<file path="config.mk">
export PLATFORM = sky130hd
export DESIGN_NAME = pc_sequencer
export DESIGN_NICKNAME = d
export VERILOG_FILES = /design/src/rtl/cpu_pkg.sv /design/src/rtl/next_pc_calc.sv /design/src/rtl/pc_sequencer.sv
export SDC_FILE = /design/constraint.sdc
export NUM_CORES = 1
export LEC_CHECK = 0
export CAP_MARGIN = 20
export CELL_PAD_IN_SITES_DETAIL_PLACEMENT = 0
export CELL_PAD_IN_SITES_GLOBAL_PLACEMENT = 1
export CORE_ASPECT_RATIO = 1.25
export CORE_MARGIN = 2
export CORE_UTILIZATION = 40
export CTS_BUF_LIST = sky130_fd_sc_hd__clkbuf_8
export CTS_CLUSTER_DIAMETER = 60
export DETAILED_ROUTE_END_ITERATION = 12
export PLACE_DENSITY_LB_ADDON = 0.1
export SYNTH_ARGS = -nofsm -noshare
export SYNTH_HDL_FRONTEND = slang
export SYNTH_HIERARCHICAL = 1
export SYNTH_SLANG_ARGS = --single-unit
</file>
<file path="constraint.sdc">
create_clock -name clk -period 8.8 [get_ports clk]
set_clock_uncertainty 0.05 [all_clocks]
set_input_delay 1.76 -clock clk [delete_from_list [all_inputs] [get_ports clk]]
set_output_delay 1.76 -clock clk [all_outputs]
set_load 0.01 [all_outputs]
</file>
<file path="src/rtl/cpu_pkg.sv">
// Shared definitions for the program-counter sequencer: state encoding and
// reset/step constants.
package cpu_pkg;

  typedef enum logic [1:0] {
    ST_IDLE  = 2'd0,
    ST_FETCH = 2'd1,
    ST_EXEC  = 2'd2,
    ST_TRAP  = 2'd3
  } state_e;

  localparam logic [31:0] INSTR_RESET  = 32'h0000_0000;
  localparam logic [31:0] RETIRE_RESET = 32'h0000_0000;
  localparam int unsigned PC_STEP      = 4;

endpackage

</file>
<file path="src/rtl/next_pc_calc.sv">
// Combinational next-PC selection: sequential step or taken branch, plus a
// misalignment flag on the selected target. Arithmetic wraps at 2^ADDR_WIDTH.
module next_pc_calc #(
  parameter int unsigned ADDR_WIDTH = 32
) (
  input  logic [ADDR_WIDTH-1:0] pc_i,
  input  logic [ADDR_WIDTH-1:0] immediate_i,
  input  logic                  take_branch_i,
  output logic [ADDR_WIDTH-1:0] next_pc_o,
  output logic                  misaligned_o
);
  import cpu_pkg::*;

  always_comb begin
    next_pc_o    = take_branch_i ? (pc_i + immediate_i)
                                 : (pc_i + ADDR_WIDTH'(PC_STEP));
    misaligned_o = (next_pc_o[1:0] != 2'b00);
  end

endmodule

</file>
<file path="src/rtl/pc_sequencer.sv">
// Fetch/execute sequencer: drives instruction fetch, latches the instruction,
// advances the PC on completion and traps on misaligned targets.
//
// Handshakes: imem_req is a request that holds while in FETCH and not stalled;
// the fetch completes on the rising edge where imem_req and imem_ready are both
// high. exec_done completes an instruction only in EXEC and not stalled.
// stall overrides both.
module pc_sequencer
  import cpu_pkg::*;
#(
  parameter int unsigned            ADDR_WIDTH   = 32,
  parameter logic [ADDR_WIDTH-1:0]  RESET_VECTOR = '0,
  parameter logic [ADDR_WIDTH-1:0]  TRAP_VECTOR  = ADDR_WIDTH'(32'h0000_0100)
) (
  input  logic                  clk,
  input  logic                  reset_n,
  input  logic                  stall,
  output logic                  imem_req,
  output logic [ADDR_WIDTH-1:0] imem_addr,
  input  logic                  imem_ready,
  input  logic [31:0]           imem_rdata,
  output logic [31:0]           instr,
  output logic                  instr_valid,
  input  logic                  exec_done,
  input  logic                  branch,
  input  logic                  zero,
  input  logic [ADDR_WIDTH-1:0] immediate,
  output logic [ADDR_WIDTH-1:0] pc,
  output logic                  trap,
  output logic [ADDR_WIDTH-1:0] epc,
  output logic [31:0]           retire_cnt,
  output state_e                state_dbg
);

  state_e                state_q, state_d;
  logic [ADDR_WIDTH-1:0] pc_q, pc_d;
  logic [ADDR_WIDTH-1:0] epc_q, epc_d;
  logic [31:0]           instr_q, instr_d;
  logic [31:0]           retire_q, retire_d;
  logic                  instr_valid_q, instr_valid_d;
  logic [ADDR_WIDTH-1:0] next_pc;
  logic                  next_misaligned;
  logic                  req_c;
  logic                  trap_c;

  next_pc_calc #(
    .ADDR_WIDTH (ADDR_WIDTH)
  ) u_next_pc (
    .pc_i          (pc_q),
    .immediate_i   (immediate),
    .take_branch_i (branch & zero),
    .next_pc_o     (next_pc),
    .misaligned_o  (next_misaligned)
  );

  always_ff @(posedge clk or negedge reset_n) begin
    if (!reset_n) begin
      state_q       <= ST_IDLE;
      pc_q          <= RESET_VECTOR;
      epc_q         <= '0;
      instr_q       <= INSTR_RESET;
      retire_q      <= RETIRE_RESET;
      instr_valid_q <= 1'b0;
    end else begin
      state_q       <= state_d;
      pc_q          <= pc_d;
      epc_q         <= epc_d;
      instr_q       <= instr_d;
      retire_q      <= retire_d;
      instr_valid_q <= instr_valid_d;
    end
  end

  // Stall gates every transition, so the whole case sits under !stall.
  always_comb begin
    state_d       = state_q;
    pc_d          = pc_q;
    epc_d         = epc_q;
    instr_d       = instr_q;
    retire_d      = retire_q;
    instr_valid_d = 1'b0;
    req_c         = 1'b0;
    trap_c        = 1'b0;
    if (!stall) begin
      case (state_q)
        ST_IDLE: begin
          state_d = ST_FETCH;
        end
        ST_FETCH: begin
          req_c = 1'b1;
          if (imem_ready) begin
            instr_d       = imem_rdata;
            instr_valid_d = 1'b1;
            state_d       = ST_EXEC;
          end
        end
        ST_EXEC: begin
          if (exec_done) begin
            if (next_misaligned) begin
              epc_d   = next_pc;
              state_d = ST_TRAP;
            end else begin
              pc_d     = next_pc;
              retire_d = retire_q + 32'd1;
              state_d  = ST_FETCH;
            end
          end
        end
        ST_TRAP: begin
          trap_c  = 1'b1;
          pc_d    = TRAP_VECTOR;
          state_d = ST_FETCH;
        end
        default: state_d = ST_IDLE;
      endcase
    end
  end

  assign imem_req    = req_c;
  assign imem_addr   = pc_q;
  assign pc          = pc_q;
  assign epc         = epc_q;
  assign instr       = instr_q;
  assign instr_valid = instr_valid_q;
  assign retire_cnt  = retire_q;
  assign trap        = trap_c;
  assign state_dbg   = state_q;

endmodule

</file>
After elaboration in Yosys (flattened, before gate mapping)
Cells that the tools add are included.
{"block": "totals", "register_bits": 131, "output_inout_bits": 165, "input_bits": 71, "elab_cells": 42}
{"block": "op_classes", "n_addsub": 3, "muxes": 15, "n_eq_ne": 6, "n_reduce_logical": 9, "bitwise_logic": 3}
{"operator": "32-bit two-way mux", "n": 3}
{"operator": "32-bit case mux with 2 select lines", "n": 1}
{"operator": "32-bit by 1-bit adder with 32-bit output (second input constant)", "n": 1}
{"operator": "32-bit by 3-bit adder with 32-bit output (second input constant)", "n": 1}
{"operator": "32-bit adder", "n": 1}
{"operator": "4-bit AND reduction", "n": 3}
{"operator": "1-bit two-way mux", "n": 7}
{"operator": "2-bit two-way mux", "n": 3}
{"operator": "2-bit inequality test (second input constant)", "n": 3}
{"operator": "2-bit case mux with 3 select lines", "n": 1}
{"operator": "3-bit AND reduction", "n": 2}
{"operator": "2-bit == test (second input constant)", "n": 2}
{"operator": "2-bit nonzero test", "n": 2}
{"operator": "2-bit by 1-bit == test with 1-bit output (second input constant)", "n": 1}
{"operator": "2-bit logical NOT", "n": 1}
{"operator": "1-bit NOT", "n": 2}
{"operator": "2-bit OR reduction", "n": 1}
{"operator": "1-bit AND", "n": 1}

Depth between registers and ports, before layout
Gate-level depths: netlist of the first run.
{"block": "logic_depth", "word_depth": 6, "ltp_mapped": 12, "depth_no_buf": 12}

By module
The synthesis of the first run kept the hierarchy.
{"mod": "pc_sequencer", "cells_per_inst": 458, "area_each_um2": 5519.0, "n_inst": 1}
{"mod": "next_pc_calc", "cells_per_inst": 369, "area_each_um2": 2479.9, "n_inst": 1}

Least setup slack after synthesis of the first run
No wires, ideal clock.
{"block": "synth_timing", "path_type": "input port to flip-flop", "from": "input port immediate[0]", "to": "register epc_q[30], in the netlist epc[30]", "arrival_ns": 4.250, "n_path_buf": 0, "path_stages": 11, "setup_time_ns": 0.125, "setup_slack_ns": 4.376, "path_cell_list": "ha_1 -> fa_1 -> a211oi_2 -> o21bai_2 -> o2111ai_2 -> a21oi_4 -> a211oi_4 -> o21ai_2 -> a2111o_1 -> o221a_2 -> mux2_2"}
{"block": "synth_between", "word_cells_on_any_way": 4}
{"element": "start: declaration", "line_no": "pc_sequencer.sv:27", "source": "input logic [ADDR_WIDTH-1:0] immediate,"}
{"element": "32-bit adder", "line_no": "next_pc_calc.sv:15", "source": "next_pc_o = take_branch_i ? (pc_i + immediate_i)"}
{"element": "32-bit two-way mux", "line_no": "next_pc_calc.sv:15"}
{"element": "named net next_pc[30]", "line_no": "pc_sequencer.sv:41", "source": "logic [ADDR_WIDTH-1:0] next_pc;"}
{"element": "end signal: assignment", "line_no": "pc_sequencer.sv:67", "source": "epc_q <= epc_d;"}
{"element": "end: declaration", "line_no": "pc_sequencer.sv:37", "source": "logic [ADDR_WIDTH-1:0] epc_q, epc_d;"}
The timed path passes the listed nets, and every way through them passes these cells.
A chain may end at the register's enable or synchronous reset.

Worst setup path in the final report of the first run
{"block": "layout_timing", "from": "input port stall", "to": "output port imem_req"}
{"block": "layout_between", "elab_chain_cells": 1}
{"element": "start: declaration", "line_no": "pc_sequencer.sv:17", "source": "input logic stall,"}
{"element": "1-bit two-way mux", "line_no": "pc_sequencer.sv:84", "source": "if (!stall) begin"}
{"element": "end: declaration", "line_no": "pc_sequencer.sv:18", "source": "output logic imem_req,"}
Every way passes these cells.

==> results by group, run 1 <==
Critical path
  – Crit path DAT: 3080 ps
  – Reg2Reg Launch Point: imem_addr[0]
  – Startpoint Class: primary input
  – Critical Path RT: 6990 ps
  – CP Capture Type: primary output
  – Critical path peak fanout: 4
  – Critical path launch point: stall
  – Worst r2r path cells: 11
  – Crit Path Category: primary input to primary output

Power and ir drop
  – Final total power: 3.19 mW
  – VDD IR-drop max: 0.161 mV
  – P_leak: 4.63 nW
  – Pwr per Cell Area: 296 nW/µm²

CTS
  – Post-CTS Setup Bufs: 0
  – CTS tree: yes
  – Clock buffer depth: 2
  – Worst-path clk slew: 80 ps
  – Num CTS Buffers: 17
  – CTS H-tree depth: 4
  – Hold Buf Count CTS: 0
  – Clock latency on the worst-skew pair: 440 ps
  – Gates resized, CTS repair: 0
  – CTS sink cnt: 131
  – Root Buffer Master: clkbuf_8

Placed design
  – Dpl ws: 3750 ps
  – Placed inst area: 10400 µm²
  – PortBufs: 235
  – GP Congestion: 0.837
  – HPWL after DPL: 16.0 mm

Yosys
  – Syn Inst Count: 827
  – Main synth FF type: dfrtp_1
  – Sequential-to-total area share from yosys stat: 41.0%
  – Cell Area, Synth: 8000 µm²
  – Syn avg cell area: 9.67 µm²
  – Share of synthesized flip-flops with an asynchronous set or reset: 100%
  – #FFs+latches synth: 131
  – Number of flops mapped to enable cells by yosys: 0
  – Number of distinct library cells after synthesis: 67
  – Syn nets: 932
  – Synth warn: 6

Outcome
  – Status: complete, no violations

Routing
  – Via count: 6629
  – Post-Route WL: 22.0 mm
  – Via density: 5.09
  – Wirelength per Cell: 16.9 µm
  – DRC: 0
  – Initial DRC count: 266
  – Antenna Violating Nets Remaining: 0
  – 1st-pass router iterations: 4

Layout
  – Final core occ: 55.2%
  – Layout net count: 1129
  – Number of antenna diodes: 0
  – Final instance area: 10800 µm²
  – Area grow syn2layout: 34.8%
  – Layout cells sized above 1: 12.6%

Timing
  – Slew Limit Headroom: 35.0%
  – Achievable Freq: 205 MHz
  – Min Tclk post-route: 4890 ps
  – Final Max Tran Viols: 0
  – Final worst-path cycle share: 55.5%
  – Post-route setup TNS: 0 ps
  – Setup violations, final: 0
  – Unrepaired setup endpoints after global routing: false
  – Worst-Margin Slew: 968 ps
  – Final worst slack: 3910 ps
  – Final hold violations: 0

Die
  – Initial Util: 40.9%
  – Die Height: 162 µm
  – Die W: 130 µm
  – Die area: 21200 µm²
  – Ports: 236
  – Rows: 57
  – Core area: 19500 µm²

Worst hold path
  – Hold Path Stages: 1
  – Hold/Removal Path Class: flip-flop to flip-flop
  – HP Start: retire_cnt[31]

Global routing
  – Global-route wire length before repair: 35.8 mm
  – Pin count of the biggest net entering global routing: 95
  – Gr usage total: 21.5%
  – Vias in the first global route: 6937
  – GR Overflow Total: 0
  – Initial antenna violation count: 0

Run
  – Max cap viols: 0
[metal layers]
metal  wire, µm  track usage (%)  vias up
met2      11100             36.5      174
met5          0                0        -
met4        192             5.42        0
li1           -                -     3284
met3       1470             6.88       12
met1       9220             26.4     3159
[Yosys cell counts (all sizes together) (3+ instances only)]
cell type | number | area share [%]
buf | 44 | 3.7
xnor2 | 52 | 5.7
o21bai | 6 | 0.61
and3 | 9 | 0.70
nor2b | 3 | 0.23
nand3 | 25 | 1.6
mux2 | 68 | 9.6
or2 | 3 | 0.23
or3 | 3 | 0.23
nand2 | 116 | 5.4
inv | 16 | 0.75
dfrtp | 131 | 41
and4 | 6 | 0.66
and2 | 5 | 0.39
nand2b | 4 | 0.31
xor2 | 30 | 3.3
o21a | 3 | 0.28
a211o | 3 | 0.33
nor2 | 46 | 2.2
a211oi | 10 | 1.2
o21ai | 60 | 3.8
a31oi | 3 | 0.23
nor4 | 4 | 0.58
ha | 33 | 5.2
o211ai | 4 | 0.38
nand4 | 19 | 1.5
clkbuf | 18 | 0.84
a21oi | 49 | 3.3
a21o | 16 | 1.5
nor3 | 11 | 0.81
or4 | 3 | 0.38
[cells in the final DEF (no fill, tap or decap), drive strengths merged, types with 3 or more instances in the layout]
cell type / instances
a211o: 3
a211oi: 10
a21o: 16
a21oi: 49
a31oi: 3
and2: 5
and3: 9
and4: 6
buf: 6
bufinv: 3
clkbuf: 17
clkdlybuf4s50: 234
dfrtp: 131
ha: 33
inv: 24
mux2: 68
nand2: 116
nand2b: 4
nand3: 25
nand4: 19
nor2: 46
nor2b: 3
nor3: 11
nor4: 4
o211ai: 4
o21a: 3
o21ai: 60
o21bai: 6
or2: 3
or3: 3
or4: 3
xnor2: 52
xor2: 30
[report_power, final]
part	switching (mW)	internal [mW]
logic	0.750	0.871
registers	0.212	0.801
clock network	0.272	0.289
[stage by stage]
stage | hold slack (ps) | instances
after CTS | 429 | 1302
after global placement | 416 | 1270
final | 422 | 1302
after detailed placement | 414 | 1270
after global routing | 457 | 1302
after floorplan | 458 | 827
[worst paths after layout]
path	endpoint	slack (ps)
setup reg to reg	epc[30]	5410
setup / recovery	imem_req	3910
hold / removal	retire_cnt[31]	420
min in group asynchronous	instr[8]	1340
hold reg to reg	retire_cnt[31]	420
max in group asynchronous	instr[2]	6290
[logic make-up (layout without fill, tap and decap cells)]
logic type | count (synthesis) | count (layout) | synth area share (%)
adder cells (fa/ha/maj) | 34 | 34 | 5.41
XOR/XNOR | 82 | 82 | 8.98
multiplexers | 68 | 68 | 9.57
AO/OA/AOI/OAI | 169 | 169 | 13.5
flip-flops | 131 | 131 | 41.0
buffers and inverters | 78 | 288 | 5.30
AND/OR/NAND/NOR | 265 | 265 | 16.2
[flip-flops by register name, summed over array words and instances, names as in the netlist]
name / cells
epc: 32
imem_addr: 32
instr: 32
retire_cnt: 32
state_dbg: 2
instr_valid: 1
[critical path, cell delays in order]
cell	delay [ps]
clkdlybuf4s50_1	470
nor3b_1	260
clkdlybuf4s50_1	580
[area by class of cell]
| class | count | area, µm² |
|---|---|---|
| Fill cell | 1852 | 8760 |
| Clock inverter | 15 | 193 |
| Sequential cell | 131 | 3280 |
| Inverter | 16 | 60.1 |
| Timing Repair Buffer | 240 | 2390 |
| Tap cell | 265 | 332 |
| Clock buffer | 17 | 234 |
| Multi-Input combinational cell | 618 | 4300 |
Power figures use the tool's default switching activity.
==> run 2, diff against run 1 <==
--- a/config.mk
+++ b/config.mk
@@ -10,7 +10,7 @@
 export CELL_PAD_IN_SITES_GLOBAL_PLACEMENT = 1
 export CORE_ASPECT_RATIO = 1.25
 export CORE_MARGIN = 2
-export CORE_UTILIZATION = 40
+export CORE_UTILIZATION = 37
 export CTS_BUF_LIST = sky130_fd_sc_hd__clkbuf_8
 export CTS_CLUSTER_DIAMETER = 60
 export DETAILED_ROUTE_END_ITERATION = 12
==> constraint.sdc (replaced) <==
create_clock -name clk -period 4.9 [get_ports clk]
set_clock_uncertainty 0.05 [all_clocks]
set_input_delay 0.98 -clock clk [delete_from_list [all_inputs] [get_ports clk]]
set_output_delay 0.98 -clock clk [all_outputs]
set_load 0.01 [all_outputs]
==> results by group, run 2 (synthesis gave the netlist of run 1 again) <==
Die
  – Core area: 21400 µm² (+9.5%)
  – Die area: 22800 µm² (+7.9%)
  – Die W: 136 µm (+3.9%)
  – Rows: 60 (+5.3%)
  – Ports: 236 (unchanged)
  – Initial Util: 37.4% (-3.5 points)
  – Die Height: 168 µm (+3.9%)

Layout
  – FF/Latch Area: 3280 µm² (unchanged)
  – Multi-input logic area: 4300 µm² (unchanged)
  – Post-route insts no fill: 1318 (+1.2%)
  – Fillers: 2064 (+11%)
  – Area grow syn2layout: 35.4%
  – Number of antenna diodes: 0 (unchanged)
  – Layout net count: 1131 (+0.18%)
  – Most frequent cells in the layout: clkdlybuf4s50_1 (234), dfrtp_1 (131), nand2_1 (116)
  – Commonest non-fill, non-tap cell in the layout: clkdlybuf4s50_1
  – Layout cells sized above 1: 12.8% (+0.17 points)

Power and ir drop
  – VDD IR-drop max: 0.319 mV (+98%)
  – P_int: 3.52 mW (+80%)
  – Combinational share of power: 50.6% (about the same)
  – Switching part of the total: 38.7% (about the same)
  – Reg power frac: 31.6% (about the same)
  – Pwr per Cell Area: 530 nW/µm² (+79%)
  – Final total power: 5.74 mW (+80%)
  – P_leak: 4.65 nW (+0.27%)
  – P_sw: 2.22 mW (+80%)
  – Clock power frac: 17.8% (+0.2 points)

Placed design
  – HPWL after DPL: 16.3 mm (+1.4%)
  – GP Congestion: 0.807 (-3.5%)
  – DP Cell Count: 1286 (+1.3%)
  – PortBufs: 235 (unchanged)
  – Dpl ws: 611 ps (-3140 ps)

Timing
  – Setup violations, final: 0 (unchanged)
  – Final hold violations: 0 (unchanged)
  – Post-route setup TNS: 0 ps (unchanged)
  – Final worst slack: 1050 ps (-2870 ps)
  – Final Max Tran Viols: 0 (unchanged)
  – Min Tclk post-route: 3850 ps
  – Slew Limit Headroom: 39.0% (+4.0 points)
  – Worst-Margin Slew: 915 ps (-52.4 ps)
  – Final worst-path cycle share: 78.6%
  – Achievable Freq: 260 MHz
  – Unrepaired setup endpoints after global routing: false

Global routing
  – Initial antenna violation count: 0 (unchanged)
  – Vias in the first global route: 6949 (+0.17%)
  – Global-route wire length before repair: 35.9 mm (+0.21%)
  – Gr usage total: 19.9% (-1.5 points)
  – GR Overflow Total: 0 (unchanged)
  – Pin count of the biggest net entering global routing: 99 (+4.2%)

CTS
  – Hold Buf Count CTS: 0 (unchanged)
  – Clock latency on the worst-skew pair: 460 ps (+20 ps)
  – CTS tree: yes
  – CTS H-tree depth: 4 (unchanged)
  – Gates resized, CTS repair: 0 (unchanged)
  – Worst-path clk slew: 80 ps (about the same)
  – Post-CTS Setup Bufs: 0 (unchanged)
  – CTS sink cnt: 131 (unchanged)
  – Root Buffer Master: clkbuf_8
  – Clock buffer depth: 2 (unchanged)
  – Num CTS Buffers: 17 (unchanged)

Routing
  – Post-Route WL: 22.2 mm (+0.91%)
  – Via count: 6664 (+0.53%)
  – Wirelength per Cell: 16.8 µm (-0.32%)
  – DRC: 0 (unchanged)
  – Initial DRC count: 223 (-16%)
  – Antenna Violating Nets Remaining: 0 (unchanged)
  – Via density: 5.06 (-0.69%)
  – 1st-pass router iterations: 4 (unchanged)

Critical path
  – Max stage delay on crit path: 440 ps (-140 ps)
  – Startpoint Class: primary input
  – Critical Path RT: 5180 ps (-1810 ps)
  – Critical path peak fanout: 6 (+2)
  – CP max-delay cell: fa_1
  – Crit Path Category: primary input to flip-flop
  – CP Capture Type: flip-flop
  – Crit path DAT: 4140 ps (+1060 ps)
  – Crit-path cells: clkdlybuf4s50_1 -> ha_1 -> fa_1 -> a211oi_2 -> o21bai_2 -> o2111ai_2 -> a21oi_4 -> a211oi_4 -> o21ai_2 -> a2111o_1 -> o221a_2 -> mux2_2

Worst hold path
  – Hold/Removal Path Class: flip-flop to flip-flop

Run
  – Max cap viols: 0 (unchanged)

Outcome
  – Status: complete, no violations
-- run 2: cell types whose count changed in the layout (fill, tap and decap cells not counted), sizes merged --
cell,delta
inv,+1
buf,+2
clkinvlp,+1
clkinv,-2
-- run 2: final timing paths --
path | from | to | slack, ps | cells past startpoint
max | immediate[0] | epc[30] | 1050 | 12
min | retire_cnt[31] | retire_cnt[31] | 430 | 1
max reg2reg | imem_addr[0] | epc[30] | 1490 | 11
min reg2reg | retire_cnt[31] | retire_cnt[31] | 430 | 1
max in group asynchronous | reset_n | retire_cnt[1] | 3190 | 2
min in group asynchronous | reset_n | instr[6] | 550 | 1
-- run 2: through the flow --
stage / instance area, µm² / hold WS, ps / util [%]
finish: 10800 / 429 / 50.6
global route: 10800 / 458 / 50.6
CTS: 10800 / 430 / 50.6
detailed placement: 10400 / 415 / 48.6
global placement: 10400 / 414 / 48.6
floorplan: 8000 / 458 / -
-- run 2: power by group through the flow --
stage	combinational (mW)	clock [mW]	sequential (mW)
3_3_place_gp	2.92	0	1.83
4_1_cts	2.94	1.06	1.83
6_report	2.90	1.02	1.82
3_5_place_dp	2.92	0	1.84
5_1_grt	3.19	1.10	1.88
2_1_floorplan	1.56	0	1.93
-- run 2: worst max-delay path, delay by kind of cell --
kind | cells | cell delay [ps]
buffers and inverters | 1 | 410
adders and majority gates | 2 | 670
muxes | 1 | 260
AOI/OAI and AO/OA | 8 | 1810
-- run 2: layer usage --
| layer | vias up | track usage, % | part of all wire [%] |
|---|---|---|---|
| li1 | 3279 | - | - |
| met1 | 3192 | 23.3 | 42 |
| met2 | 176 | 34.9 | 50 |
| met3 | 17 | 6.26 | 6.6 |
| met4 | 0 | 5.84 | 1.5 |
| met5 | - | 0 | 0 |
-- run 2: area by class of cell --
| class | instances | area share (%) |
|---|---|---|
| Clock buffer | 17 | 2.16 |
| Clock inverter | 15 | 1.77 |
| Inverter | 16 | 0.555 |
| Multi-Input combinational cell | 618 | 39.7 |
| Sequential cell | 131 | 30.3 |
| Tap cell | 279 | 3.22 |
| Timing Repair Buffer | 242 | 22.3 |
